$ cat src/rtl/product_accumulator.sv
// product_accumulator: consumer end of the multiplier product stream.
// Unpacks 16-bit products (mode 0) or two packed 8-bit products (mode 1),
// sums them per lane until a beat tagged last, then holds the group result
// on a valid/ready output until it is taken.
// Optional feature macro: PRODUCT_ACC_SAT_EN (lanes clamp on overflow
// instead of wrapping; out_ovf is set either way).
module product_accumulator #(
  parameter int unsigned ACC_W = 24,
  parameter int unsigned CNT_W = 8
) (
  input  logic               clk,
  input  logic               rst,
  input  logic               in_valid,
  output logic               in_ready,
  input  logic               in_mode,
  input  logic [15:0]        in_prod,
  input  logic               in_last,
  output logic               out_valid,
  input  logic               out_ready,
  output logic               out_mode,
  output logic [2*ACC_W-1:0] out_acc,
  output logic [CNT_W-1:0]   out_count,
  output logic               out_ovf,
  output logic               out_err
);

  typedef enum logic [1:0] {IDLE, ACC, HOLD} state_t;

  state_t             state_q, state_d;
  logic               mode_q, mode_d;
  logic [ACC_W-1:0]   acc0_q, acc0_d;
  logic [ACC_W-1:0]   acc1_q, acc1_d;
  logic [CNT_W-1:0]   count_q, count_d;
  logic               ovf_q, ovf_d;
  logic               err_q, err_d;

  logic               accept;
  logic               eff_mode;
  logic [ACC_W-1:0]   base0, base1, add0, add1, lane0, lane1;
  logic [ACC_W:0]     sum0, sum1;

  // Lane adders: first beat of a group loads over a zero base with the
  // incoming mode; later beats add to the running lanes with the latched mode.
  always_comb begin
    eff_mode = (state_q == IDLE) ? in_mode : mode_q;
    base0    = (state_q == IDLE) ? '0 : acc0_q;
    base1    = (state_q == IDLE) ? '0 : acc1_q;
    add0     = eff_mode ? ACC_W'(in_prod[7:0]) : ACC_W'(in_prod);
    add1     = eff_mode ? ACC_W'(in_prod[15:8]) : '0;
    sum0     = {1'b0, base0} + {1'b0, add0};
    sum1     = {1'b0, base1} + {1'b0, add1};
`ifdef PRODUCT_ACC_SAT_EN
    lane0    = sum0[ACC_W] ? '1 : sum0[ACC_W-1:0];
    lane1    = sum1[ACC_W] ? '1 : sum1[ACC_W-1:0];
`else
    lane0    = sum0[ACC_W-1:0];
    lane1    = sum1[ACC_W-1:0];
`endif
  end

  assign in_ready  = (state_q != HOLD);
  assign out_valid = (state_q == HOLD);
  assign accept    = in_valid & in_ready;

  // Next-state and next-value logic for the group FSM.
  always_comb begin
    state_d = state_q;
    mode_d  = mode_q;
    acc0_d  = acc0_q;
    acc1_d  = acc1_q;
    count_d = count_q;
    ovf_d   = ovf_q;
    err_d   = err_q;
    unique case (state_q)
      IDLE: begin
        if (accept) begin
          mode_d  = in_mode;
          acc0_d  = lane0;
          acc1_d  = lane1;
          count_d = CNT_W'(1);
          ovf_d   = sum0[ACC_W] | sum1[ACC_W];
          err_d   = 1'b0;
          state_d = in_last ? HOLD : ACC;
        end
      end
      ACC: begin
        if (accept) begin
          acc0_d  = lane0;
          acc1_d  = lane1;
          count_d = (&count_q) ? count_q : count_q + CNT_W'(1);
          ovf_d   = ovf_q | sum0[ACC_W] | sum1[ACC_W];
          err_d   = err_q | (in_mode != mode_q);
          if (in_last) state_d = HOLD;
        end
      end
      HOLD: begin
        if (out_ready) begin
          state_d = IDLE;
          mode_d  = 1'b0;
          acc0_d  = '0;
          acc1_d  = '0;
          count_d = '0;
          ovf_d   = 1'b0;
          err_d   = 1'b0;
        end
      end
      default: state_d = IDLE;
    endcase
  end

  // State and group registers with asynchronous reset.
  always_ff @(posedge clk or posedge rst) begin
    if (rst) begin
      state_q <= IDLE;
      mode_q  <= 1'b0;
      acc0_q  <= '0;
      acc1_q  <= '0;
      count_q <= '0;
      ovf_q   <= 1'b0;
      err_q   <= 1'b0;
    end else begin
      state_q <= state_d;
      mode_q  <= mode_d;
      acc0_q  <= acc0_d;
      acc1_q  <= acc1_d;
      count_q <= count_d;
      ovf_q   <= ovf_d;
      err_q   <= err_d;
    end
  end

  assign out_mode  = mode_q;
  assign out_acc   = {acc1_q, acc0_q};
  assign out_count = count_q;
  assign out_ovf   = ovf_q;
  assign out_err   = err_q;

endmodule

$ cat config.mk
export PLATFORM = sky130hd
export DESIGN_NAME = product_accumulator
export DESIGN_NICKNAME = d
export VERILOG_FILES = /design/src/rtl/product_accumulator.sv
export SDC_FILE = /design/constraint.sdc
export NUM_CORES = 1
export LEC_CHECK = 0
export ABC_AREA = 1
export BUFFER_PORTS_ARGS = -buffer_cell sky130_fd_sc_hd__buf_2
export CORE_UTILIZATION = 38
export DETAILED_ROUTE_END_ITERATION = 8
export PLACE_DENSITY = 0.54
export SLEW_MARGIN = 15
export SYNTH_ARGS = -nofsm -noshare
export SYNTH_HDL_FRONTEND = slang
export SYNTH_SLANG_ARGS = --single-unit
$ cat constraint.sdc
create_clock -name clk -period 6.13 [get_ports clk]
set_input_delay 1.226 -clock clk [delete_from_list [all_inputs] [get_ports clk]]
set_output_delay 1.226 -clock clk [all_outputs]
set_load 0.1 [all_outputs]
Yosys cells after proc, flatten, opt, wreduce, memory -nomap -nowiden:

Cells that the tools add are included.

* $add $sub $neg: 3
* equality and inequality tests: 10
* multiplexer cells: 30
* bitwise gates (word level): 5
* reductions and logical operators: 11

Operator list (count)
* 24-bit 2-to-1 mux: 5
* 24-bit case mux with 2 select lines: 2
* 8-bit 2-to-1 mux: 5
* 24-bit by 16-bit adder with 25-bit output: 1
* 24-bit by 8-bit adder with 25-bit output: 1
* 8-bit case mux with 3 select lines: 1
* 16-bit 2-to-1 mux: 1
* 2-bit 2-to-1 mux: 5
* 2-bit inequality test, second input constant: 5
* 8-bit by 1-bit adder with 8-bit output, second input constant: 1
* 4-bit AND reduction: 2
* 8-bit AND reduction: 1
* 1-bit 2-to-1 mux: 7
* 1-bit case mux with 3 select lines: 2
* 2-bit case mux with 3 select lines: 1
* 3-bit AND reduction: 2
* 5-bit AND reduction: 1
* 2-bit by 1-bit inequality test with 1-bit output, second input constant: 2
* 1-bit OR: 4
* 2-bit nonzero test: 2
* 3-bit nonzero test: 1
* 2-bit by 1-bit == test with 1-bit output, second input constant: 1
* 2-bit == test, second input constant: 1
* 2-bit logical NOT: 1
* other kinds (4): 4

* flip-flop bits (word level): 61
* bits of input ports: 22
* output and inout port bits: 61
* word-level logic and storage cells: 66

Depth between registers and ports, before layout:

Gate-level depths: netlist of run 1.

* depth after elaboration: 8
* gate-level depth with buffers: 19
* depth with buffers taken out: 18

Least setup slack after synthesis of run 1:

Ideal clock, no wire load.

* path kind: register to output
* from: reg state_q[0]
* to: out in_ready
* data arrival time: 1798 ps
* data required time: 4904 ps
* setup slack: 3106 ps
* cell stages (with the launch flop): 4
* buffers on the path: 0
* cells stage by stage: dfrtp_1 > inv_1 > ha_1 > inv_2

* word-level cells in the longest chain between the ends: 1

Ends and longest elaborated chain
* start, declared: line 29 `state_t state_q, state_d;`
* start signal, assigned: line 122 `state_q <= state_d;`
* 2-bit inequality test: line 61 `assign in_ready = (state_q != HOLD);`
* end, declared: line 14 `output logic in_ready,`

Every way passes these cells.

Worst setup path after layout of run 1:

* from: reg state_q[1]
* to: reg acc1_q[10]

* word-level cells in the longest chain between the ends: 6
* elaborated cells on any way between the ends: 16
* classes of those cells: add/sub: 1; eq/ne: 5; mux: 5; bitwise: 1; reduce/logical: 4

Ends and longest elaborated chain
* 2-bit logical NOT: line 45, 47, 74
* 1-bit 2-to-1 mux: line 45 `eff_mode = (state_q == IDLE) ? in_mode : mode_q;`
* 8-bit 2-to-1 mux: line 49 `add1 = eff_mode ? ACC_W'(in_prod[15:8]) : '0;`
* 24-bit by 8-bit adder with 25-bit output: line 51 `sum1 = {1'b0, base1} + {1'b0, add1};`
* 24-bit 2-to-1 mux: line 76, 87
* 24-bit case mux with 2 select lines: line 74 `unique case (state_q)`
* end signal, assigned: line 117 `acc1_q <= '0;`
* end signal, assigned: line 125 `acc1_q <= acc1_d;`
* end, declared: line 32 `logic [ACC_W-1:0] acc1_q, acc1_d;`

Parallel ways exist; a longest one is shown, timed or not. The select of a mux whose other input is x is not followed.
A chain may end at the register's enable or synchronous reset.

==> results of run 1 <==
-- path summary, 6_finish.rpt --
check                      startpoint           end  slack (ns)  cells after the start
setup / recovery           state_q[1]    acc1_q[10]        2.86                     18
hold / removal             acc0_q[21]    acc0_q[21]        0.51                      2
setup reg to reg           state_q[1]    acc1_q[10]        2.86                     18
hold reg to reg            acc0_q[21]    acc0_q[21]        0.51                      2
max in group asynchronous         rst     acc0_q[0]        4.47                      3
min in group asynchronous         rst  out_count[2]        1.11                      3
-- cells in the mapped netlist, types with 6 or more instances --
library cell,number,area [sq um]
o22ai_1,12,75.1
nand3_1,77,385
ha_1,28,350
dfrtp_1,61,1530
inv_2,6,22.5
a21oi_1,27,135
nand2_1,245,920
o21ai_0,45,225
inv_1,138,518
nor2_2,6,37.5
buf_2,7,35.0
nor2_1,110,413
nand3b_1,9,67.6
-- kinds of logic (layout without fill, tap and decap cells) --
logic type               Yosys count  in the layout
AND/OR/NAND/NOR                  466            466
buffers and inverters            162            247
AO/OA/AOI/OAI                     97             97
flip-flops                        61             61
adder cells (fa/ha/maj)           30             30
XOR/XNOR                           9              9
-- where the power goes --
part           total [uW]  internal, uW  switching (uW)
clock network         564           358             207
logic                1850           367            1490
registers             552           497            54.6
total                2970          1220            1750
-- flip-flops by register name, summed over array words and instances, names as in the netlist --
register / count
out_ovf: 1
out_count: 8
acc1_q: 24
state_q: 2
out_err: 1
out_mode: 1
acc0_q: 24
-- cells in the final DEF, fill, tap and decap left out, types with 12 or more instances in the layout --
cell,netlist,final
ha_1,28,28
inv_1,138,137
nor2_1,110,110
nand2_1,245,245
buf_2,7,82
o22ai_1,12,12
dfrtp_1,61,61
o21ai_0,45,45
nand3_1,77,77
a21oi_1,27,27
-- area by class of cell --
class | count | area share
Timing Repair Buffer | 85 | 0.0719
Multi-Input combinational cell | 602 | 0.493
Clock buffer | 9 | 0.0374
Sequential cell | 61 | 0.254
Inverter | 146 | 0.0915
Clock inverter | 7 | 0.0162
Tap cell | 176 | 0.0366
-- critical path, stage by stage (launching register included) --
cell	delay, ns
dfrtp_1	0.38
inv_1	0.11
ha_1	0.19
buf_4	0.44
nand2_1	0.19
o21ai_2	0.20
inv_1	0.20
nor2_1	0.15
ha_1	0.20
fa_1	0.21
nand3_1	0.07
nand2_1	0.12
nand2_1	0.06
nand2_1	0.17
nand3_1	0.13
nand2_1	0.08
nand2_1	0.05
nand3_1	0.07
o21ai_0	0.08
-- routing by layer --
layer  vias up  GRT usage  share of wire  wire length, um
li1       2758          -              -                -
met1      2419      0.288           0.49             7050
met2        93      0.371           0.47             6790
met3        14     0.0285          0.029              424
met4         0     0.0777          0.015              215
met5         -          0              0                0
-- per-stage QoR --
stage	cells	util	setup slack (ns)	power, uW
2_1_floorplan	825	-	3.11	2070
3_3_place_gp	1070	0.430	2.70	2400
3_5_place_dp	1070	0.430	2.65	2420
4_1_cts	1086	0.454	2.82	2990
5_1_grt	1086	0.454	2.43	3170
6_report	1086	0.454	2.86	2970
==> metrics.md, run 1 <==
| Metric | Value |
|---|---|
| DRC | `0` |
| Post-synth ARST share | `1.00` |
| GR Overflow Total | `0` |
| Synth Register Bits | `61` |
| Final hold vios | `0` |
| HP Class | `flop to flop` |
| Postcts setup bufs | `0` |
| Synth Area in Adders | `0.0759` |
| Final nets | `957` |
| Crit start category | `flop` |
| CP endpoint kind | `flop` |
| CTS Hold Buffers Added | `0` |
| Vias | `5284` |
| Max-cap violations | `0` |
| Antenna cells | `0` |
| Post-Syn Nets | `877` |
| Actual slew at the worst max-slew pin | `0.992 ns` |
| Worst Path Max Fanout | `40` |
| Gate Count Post-Synth | `825` |
| Post-Synth Simple-Gate Area | `0.381` |
| Max VDD drop | `0.249 mV` |
| Area grow syn2layout | `17.1%` |
| Mean Syn Cell Area | `6.23 sq um` |
| Post-layout min period | `3.27 ns` |
| Root buf cell | `clkbuf_16` |
| Initial core utilization | `0.388` |
| Post-place instance area | `0.00569 sq mm` |
| IO Pins | `83` |
| Main synth FF type | `dfrtp_1` |
| Layout cells sized above 1 | `0.136` |
| Final wirelength | `14500 um` |
| Inserted Clock Buffers | `9` |
| FF+latch area | `0.00153 sq mm` |
| Multiplexer share of the synthesized area | `0` |
| PwrDens | `493 mW/mm^2` |
| Setup TNS | `0 ns` |
| Row count | `42` |
| Vias/cell | `4.87` |
| Post-Synthesis Cell Area | `0.00514 sq mm` |
| H-tree Lvls | `3` |
| Routed WL per cell | `13.3 um` |
| Status | `finished, final reports clean` |
| First-pass GRT wire length | `24700 um` |
| Total of fill cells in the finished design | `1481` |
| Clock sink total | `61` |
| Initial DRC count | `224` |
| Core area | `0.0132 sq mm` |
| Leakage power | `0.00340 uW` |
| Detailed Place HPWL | `10800 um` |
| Fin area | `0.00602 sq mm` |
| Multi-input logic area | `0.00296 sq mm` |
| RSZ-0062 raised after global routing | `no` |
| CTS tree | `done` |
| Initial antenna violation count | `0` |
| Final ANT Viol Nets | `0` |
| Post-synth EDFFs | `0` |
| TritonRoute pass-1 iters | `4` |
| Global Route Usage Sum | `0.220` |
| Chip height | `118 um` |
| RePlAce Congestion | `0.870` |
| Min Hold Slack | `0.508 ns` |
| Die Span X | `118 um` |
| Clock Skew | `0.00778 ns` |
| Worst path required time | `6.33 ns` |
| Largest family of logic cells by synthesized area | `simple AND/OR/NAND/NOR gates` |
| Vias in the first global route | `5092` |
| CTS clk-pin slew, worst paths | `0.06 ns` |
| Port Buffers | `82` |
| XOR/XNOR Fraction of Synth Area | `0.0153` |
| Clock latency on the worst-skew pair | `0.35 ns` |
| Seq/Total Area, Yosys | `0.297` |
| Critical path class | `flop to flop` |
| Critical Path AT | `3.47 ns` |
| Largest net degree at the start of global routing | `62` |
| Yosys cell types | `37` |
| Pins Over Slew Limit | `0` |
| Total Die Area | `0.0140 sq mm` |
| Post-synthesis compound-gate area fraction | `0.104` |
| FMAX | `0.305 GHz` |
| CTS Buffer Depth | `2` |
| Tcrit/Tclk final | `0.534` |
| Setup violators final | `0` |
| Worst slew margin | `0.337` |
| CTS resizes | `0` |
| Yosys warnings | `0` |
Power figures use the tool's default switching activity.
==> run 2, diff against run 1 <==
--- a/config.mk
+++ b/config.mk
@@ -9,7 +9,7 @@
 export BUFFER_PORTS_ARGS = -buffer_cell sky130_fd_sc_hd__buf_2
 export CORE_UTILIZATION = 38
 export DETAILED_ROUTE_END_ITERATION = 8
-export PLACE_DENSITY = 0.54
+export PLACE_DENSITY = 0.57
 export SLEW_MARGIN = 15
 export SYNTH_ARGS = -nofsm -noshare
 export SYNTH_HDL_FRONTEND = slang
==> constraint.sdc (replaced) <==
create_clock -name clk -period 2.8 [get_ports clk]
set_input_delay 0.56 -clock clk [delete_from_list [all_inputs] [get_ports clk]]
set_output_delay 0.56 -clock clk [all_outputs]
set_load 0.1 [all_outputs]
==> metrics.md, run 2 (synthesis results as in run 1) <==
| Metric | Value |
|---|---|
| Status | `finished, final reports clean` |
| Total Die Area | `0.0140 sq mm` |
| CTS Hold Buffers Added | `0` |
| Worst path cell trace | `inv_1 > ha_4 > buf_12 > nor2_1 > ha_1 > inv_1 > fa_1 > nor2_2 > buf_4 > nand3_1 > nand3_1 > a21oi_1 > o21ai_0 > o21ai_0` |
| Final wirelength | `14600 um` |
| Post-layout min period | `2.55 ns` |
| HP Class | `input port to async pin` |
| Vias/cell | `4.85` |
| Critical Path AT | `2.77 ns` |
| Pins Over Slew Limit | `0` |
| Critical path class | `flop to flop` |
| TritonRoute pass-1 iters | `6` |
| Clock Skew | `0.00815 ns` |
| Crit start category | `flop` |
| CTS clk-pin slew, worst paths | `0.05 ns` |
| Reg2reg path depth | `14` |
| CTS resizes | `0` |
| Vias in the first global route | `4969` |
| Core area | `0.0132 sq mm` |
| Clock sink total | `61` |
| Area grow syn2layout | `20.4%` |
| CP endpoint kind | `flop` |
| Antenna cells | `0` |
| Tcrit/Tclk final | `0.912` |
| Port Buffers | `82` |
| Setup TNS | `0 ns` |
| RePlAce Congestion | `0.903` |
| Die Span X | `118 um` |
| Row count | `42` |
| Pwr Total | `6740 uW` |
| Crit path max-delay family | `adder cells` |
| Critical path's slowest cell | `fa_1` |
| Crit path depth | `14` |
| CTS Buffer Depth | `2` |
| Most frequent cells in the layout | `nand2_1 (242), inv_1 (135), nor2_1 (104), buf_2 (82), nand3_1 (76)` |
| Crit path buffers/inverters | `4` |
| Initial DRC count | `280` |
| Worst Path Max Fanout | `21` |
| Final hold vios | `0` |
| Largest net degree at the start of global routing | `24` |
| Final nets | `969` |
| Final ANT Viol Nets | `0` |
| Worst path required time | `3.01 ns` |
| Global Route Usage Sum | `0.222` |
| Leakage power | `0.00346 uW` |
| Worst R2R End | `acc0_q[10]` |
| DRC | `0` |
| Detailed Place HPWL | `11400 um` |
| Routed WL per cell | `13.3 um` |
| Clock latency on the worst-skew pair | `0.34 ns` |
| Min Hold Slack | `0.226 ns` |
| Setup violators final | `0` |
| Crit path largest cell delay | `0.40 ns` |
| Actual slew at the worst max-slew pin | `0.511 ns` |
| Fin area | `0.00619 sq mm` |
| Worst slew margin | `0.662` |
| Max-cap violations | `0` |
| Vias | `5321` |
| Initial antenna violation count | `0` |
| RSZ-0062 raised after global routing | `no` |
| Commonest non-fill, non-tap cell in the layout | `nand2_1` |
| GR Overflow Total | `0` |
| Initial core utilization | `0.388` |
| Layout cells sized above 1 | `0.167` |
| Inserted Clock Buffers | `9` |
| First-pass GRT wire length | `24500 um` |
| FMAX | `0.392 GHz` |
| Root buf cell | `clkbuf_16` |
| Max VDD drop | `0.669 mV` |
| R2r startpoint | `state_q[1]` |
| Worst reg2reg setup slack | `0.25 ns` |
| Fin cells | `1098` |
| IO Pins | `83` |
| Post-place instance area | `0.00580 sq mm` |
| Postcts setup bufs | `0` |
| PwrDens | `1090 mW/mm^2` |
| Chip height | `118 um` |
| CTS tree | `done` |
| H-tree Lvls | `3` |
| Placed Cells | `1082` |
==> run 2: cell count changes in the layout (fill, tap and decap cells not counted), sizes merged <==
cell,change
buf,+12
clkbuf,+4
inv,-2
bufinv,-1
clkinvlp,-1
==> run 2: per-stage QoR <==
step / util / setup WS [ns]
after detailed placement: 0.438 / 0.121
after floorplan: - / 0.0806
after global placement: 0.438 / 0.164
final: 0.467 / 0.247
after global routing: 0.467 / 0.00157
after CTS: 0.462 / 0.132
==> run 2: worst register-to-register path: cells and delay by family (launching register included) <==
family | cells | cell delay, ns
buffers and inverters | 4 | 0.45
AO/OA/AOI/OAI | 3 | 0.29
AND/OR/NAND/NOR | 4 | 0.57
flip-flops | 1 | 0.34
adder cells (fa/ha/maj) | 3 | 0.76
==> run 2: how the worst max path moves through the flow <==
| stage | from | end | slack (ns) |
|---|---|---|---|
| after floorplan | state_q[0] | acc0_q[20] | 0.08 |
| after global placement | in_mode | acc1_q[18] | 0.16 |
| after detailed placement | in_mode | acc1_q[16] | 0.12 |
| after CTS | state_q[0] | acc1_q[19] | 0.13 |
| after global routing | state_q[1] | out_ovf | 0.002 |
| final | state_q[1] | acc0_q[10] | 0.25 |
==> run 2: power breakdown <==
part           internal, uW  switching, uW  total (uW)  leakage [uW]
combinational          1000           3340        4340       0.00249
clock                   761            428        1190      0.000152
sequential             1090            120        1210      0.000821
total                  2850           3890        6740       0.00346
==> run 2: cell type report <==
type                    count  area [sq um]
flip-flops and latches     61          1530
clock inverters             3          42.5
clock buffers              13           270
repair buffers             97           547
well taps                 176           220
inverters                 146           551
fillers                  1454          7050
multi-input cells         602          3030
==> run 2: metal layers <==
layer | global-route usage | routed length, um
met5 | 0 | 0
met2 | 0.347 | 6470
met1 | 0.307 | 7110
met3 | 0.0309 | 685
met4 | 0.0881 | 318
==> run 3, diff against run 2 <==
--- a/config.mk
+++ b/config.mk
@@ -8,6 +8,7 @@
 export ABC_AREA = 1
 export BUFFER_PORTS_ARGS = -buffer_cell sky130_fd_sc_hd__buf_2
 export CORE_UTILIZATION = 38
+export CTS_BUF_LIST = sky130_fd_sc_hd__clkbuf_4 sky130_fd_sc_hd__clkbuf_8
 export DETAILED_ROUTE_END_ITERATION = 8
 export PLACE_DENSITY = 0.57
 export SLEW_MARGIN = 15
==> metrics.md, run 3 (synthesis results as in run 1) <==
| Metric | Value |
|---|---|
| PwrDens | `1050 mW/mm^2` |
| Status | `finished, final reports clean` |
| Worst path required time | `3.03 ns` |
| IO Pins | `83` |
| Clock Skew | `0.0107 ns` |
| Setup violators final | `0` |
| Final hold vios | `0` |
| Multi-input logic area | `0.00301 sq mm` |
| Initial DRC count | `309` |
| Layout cells sized above 1 | `0.162` |
| Crit path depth | `14` |
| RePlAce Congestion | `0.903` |
| Critical Path AT | `2.81 ns` |
| Vias | `5319` |
| Worst slew margin | `0.662` |
| H-tree Lvls | `3` |
| CP endpoint kind | `flop` |
| Max VDD drop | `0.671 mV` |
| Inserted Clock Buffers | `9` |
| FMAX | `0.389 GHz` |
| Commonest non-fill, non-tap cell in the layout | `nand2_1` |
| Area grow syn2layout | `17.9%` |
| First-pass GRT wire length | `24500 um` |
| Total Die Area | `0.0140 sq mm` |
| Actual slew at the worst max-slew pin | `0.511 ns` |
| HP Class | `input port to async pin` |
| Detailed Place HPWL | `11400 um` |
| Post-layout min period | `2.57 ns` |
| Final worst slack | `0.229 ns` |
| Critical path class | `flop to flop` |
| Row count | `42` |
| Worst setup startpoint | `state_q[0]` |
| Final nets | `969` |
| Initial antenna violation count | `0` |
| Routed WL per cell | `13.2 um` |
| Global Route Usage Sum | `0.221` |
| Worst reg2reg setup slack | `0.23 ns` |
| Worst slack at placement | `0.121 ns` |
| CTS Buffer Depth | `2` |
| Worst Path Max Fanout | `21` |
| Crit path max-delay family | `adder cells` |
| Critical path's slowest cell | `fa_1` |
| Crit path buffers/inverters | `4` |
| TritonRoute pass-1 iters | `5` |
| Clock sink total | `61` |
| Clock latency on the worst-skew pair | `0.36 ns` |
| Fin area | `0.00606 sq mm` |
| Leakage power | `0.00342 uW` |
| Die Span X | `118 um` |
| Max-cap violations | `0` |
| Vias/cell | `4.84` |
| Largest net degree at the start of global routing | `24` |
| CTS clk-pin slew, worst paths | `0.07 ns` |
| Setup crit end | `acc0_q[10]` |
| Port Buffers | `82` |
| RSZ-0062 raised after global routing | `no` |
| Final wirelength | `14500 um` |
| FF+latch area | `0.00153 sq mm` |
| Most frequent cells in the layout | `nand2_1 (243), inv_1 (136), nor2_1 (107), buf_2 (82), nand3_1 (76)` |
| Post-place instance area | `0.00580 sq mm` |
| Tcrit/Tclk final | `0.918` |
| Reg2reg path depth | `14` |
| Antenna cells | `0` |
| Pins Over Slew Limit | `0` |
| Vias in the first global route | `4961` |
| Pwr Total | `6370 uW` |
| R2r startpoint | `state_q[0]` |
| Worst R2R End | `acc0_q[10]` |
| Total of fill cells in the finished design | `1474` |
| CTS tree | `done` |
| Postcts setup bufs | `0` |
| Setup TNS | `0 ns` |
| Initial core utilization | `0.388` |
| Crit path largest cell delay | `0.40 ns` |
| Final ANT Viol Nets | `0` |
| Crit start category | `flop` |
| Chip height | `118 um` |
| GR Overflow Total | `0` |
| Worst path cell trace | `inv_1 > ha_4 > buf_12 > nor2_1 > ha_1 > inv_1 > fa_1 > nor2_2 > buf_4 > nand3_1 > nand3_1 > a21oi_1 > o21ai_0 > o21ai_0` |
| DRC | `0` |
| Root buf cell | `clkbuf_8` |
| Core area | `0.0132 sq mm` |
[run 3: through the flow]
step	cells	hold WS (ns)	utilization
2_1_floorplan	825	0.538	-
3_3_place_gp	1082	0.487	0.438
3_5_place_dp	1082	0.496	0.438
4_1_cts	1098	0.209	0.454
5_1_grt	1098	0.246	0.458
6_report	1098	0.204	0.458
[run 3: metal layers]
layer | part of all wire | global-route usage
met3 | 0.052 | 0.0420
met4 | 0.017 | 0.0705
met2 | 0.45 | 0.346
met1 | 0.49 | 0.307
met5 | 0 | 0
[run 3: how the worst min path moves through the flow]
stage	start	end	slack (ns)	cells after the start
6_report	rst	out_count[3]	0.20	2
5_1_grt	rst	out_count[3]	0.25	2
4_1_cts	rst	out_count[3]	0.21	2
3_5_place_dp	acc0_q[21]	acc0_q[21]	0.50	2
3_3_place_gp	acc0_q[21]	acc0_q[21]	0.49	2
2_1_floorplan	state_q[1]	state_q[1]	0.54	2
[run 3: timing repair]
| action | in CTS | in global routing |
|---|---|---|
| resized for setup | 0 | 13 |
| setup endpoints to repair | 0 | 31 |
| hold buffers | 0 | 0 |
[run 3: power breakdown]
| group | internal (uW) | switching, uW | leakage (uW) | total, uW |
|---|---|---|---|---|
| registers | 1090 | 120 | 0.000821 | 1210 |
| clock network | 493 | 387 | 0.000109 | 880 |
| logic | 979 | 3300 | 0.00249 | 4280 |
[run 3: cell type report]
class	instances	share of cell area
flip-flops and latches	61	0.252
inverters	146	0.0908
clock inverters	3	0.00702
well taps	176	0.0363
clock buffers	13	0.0285
repair buffers	97	0.0896
multi-input cells	602	0.496
[run 3: worst register-to-register path: cells and delay by family, from the launching register on]
kind                     cells  cell delay, ns
adder cells (fa/ha/maj)      3            0.76
AND/OR/NAND/NOR              4            0.59
buffers and inverters        4            0.44
flip-flops                   1            0.35
AO/OA/AOI/OAI                3            0.29
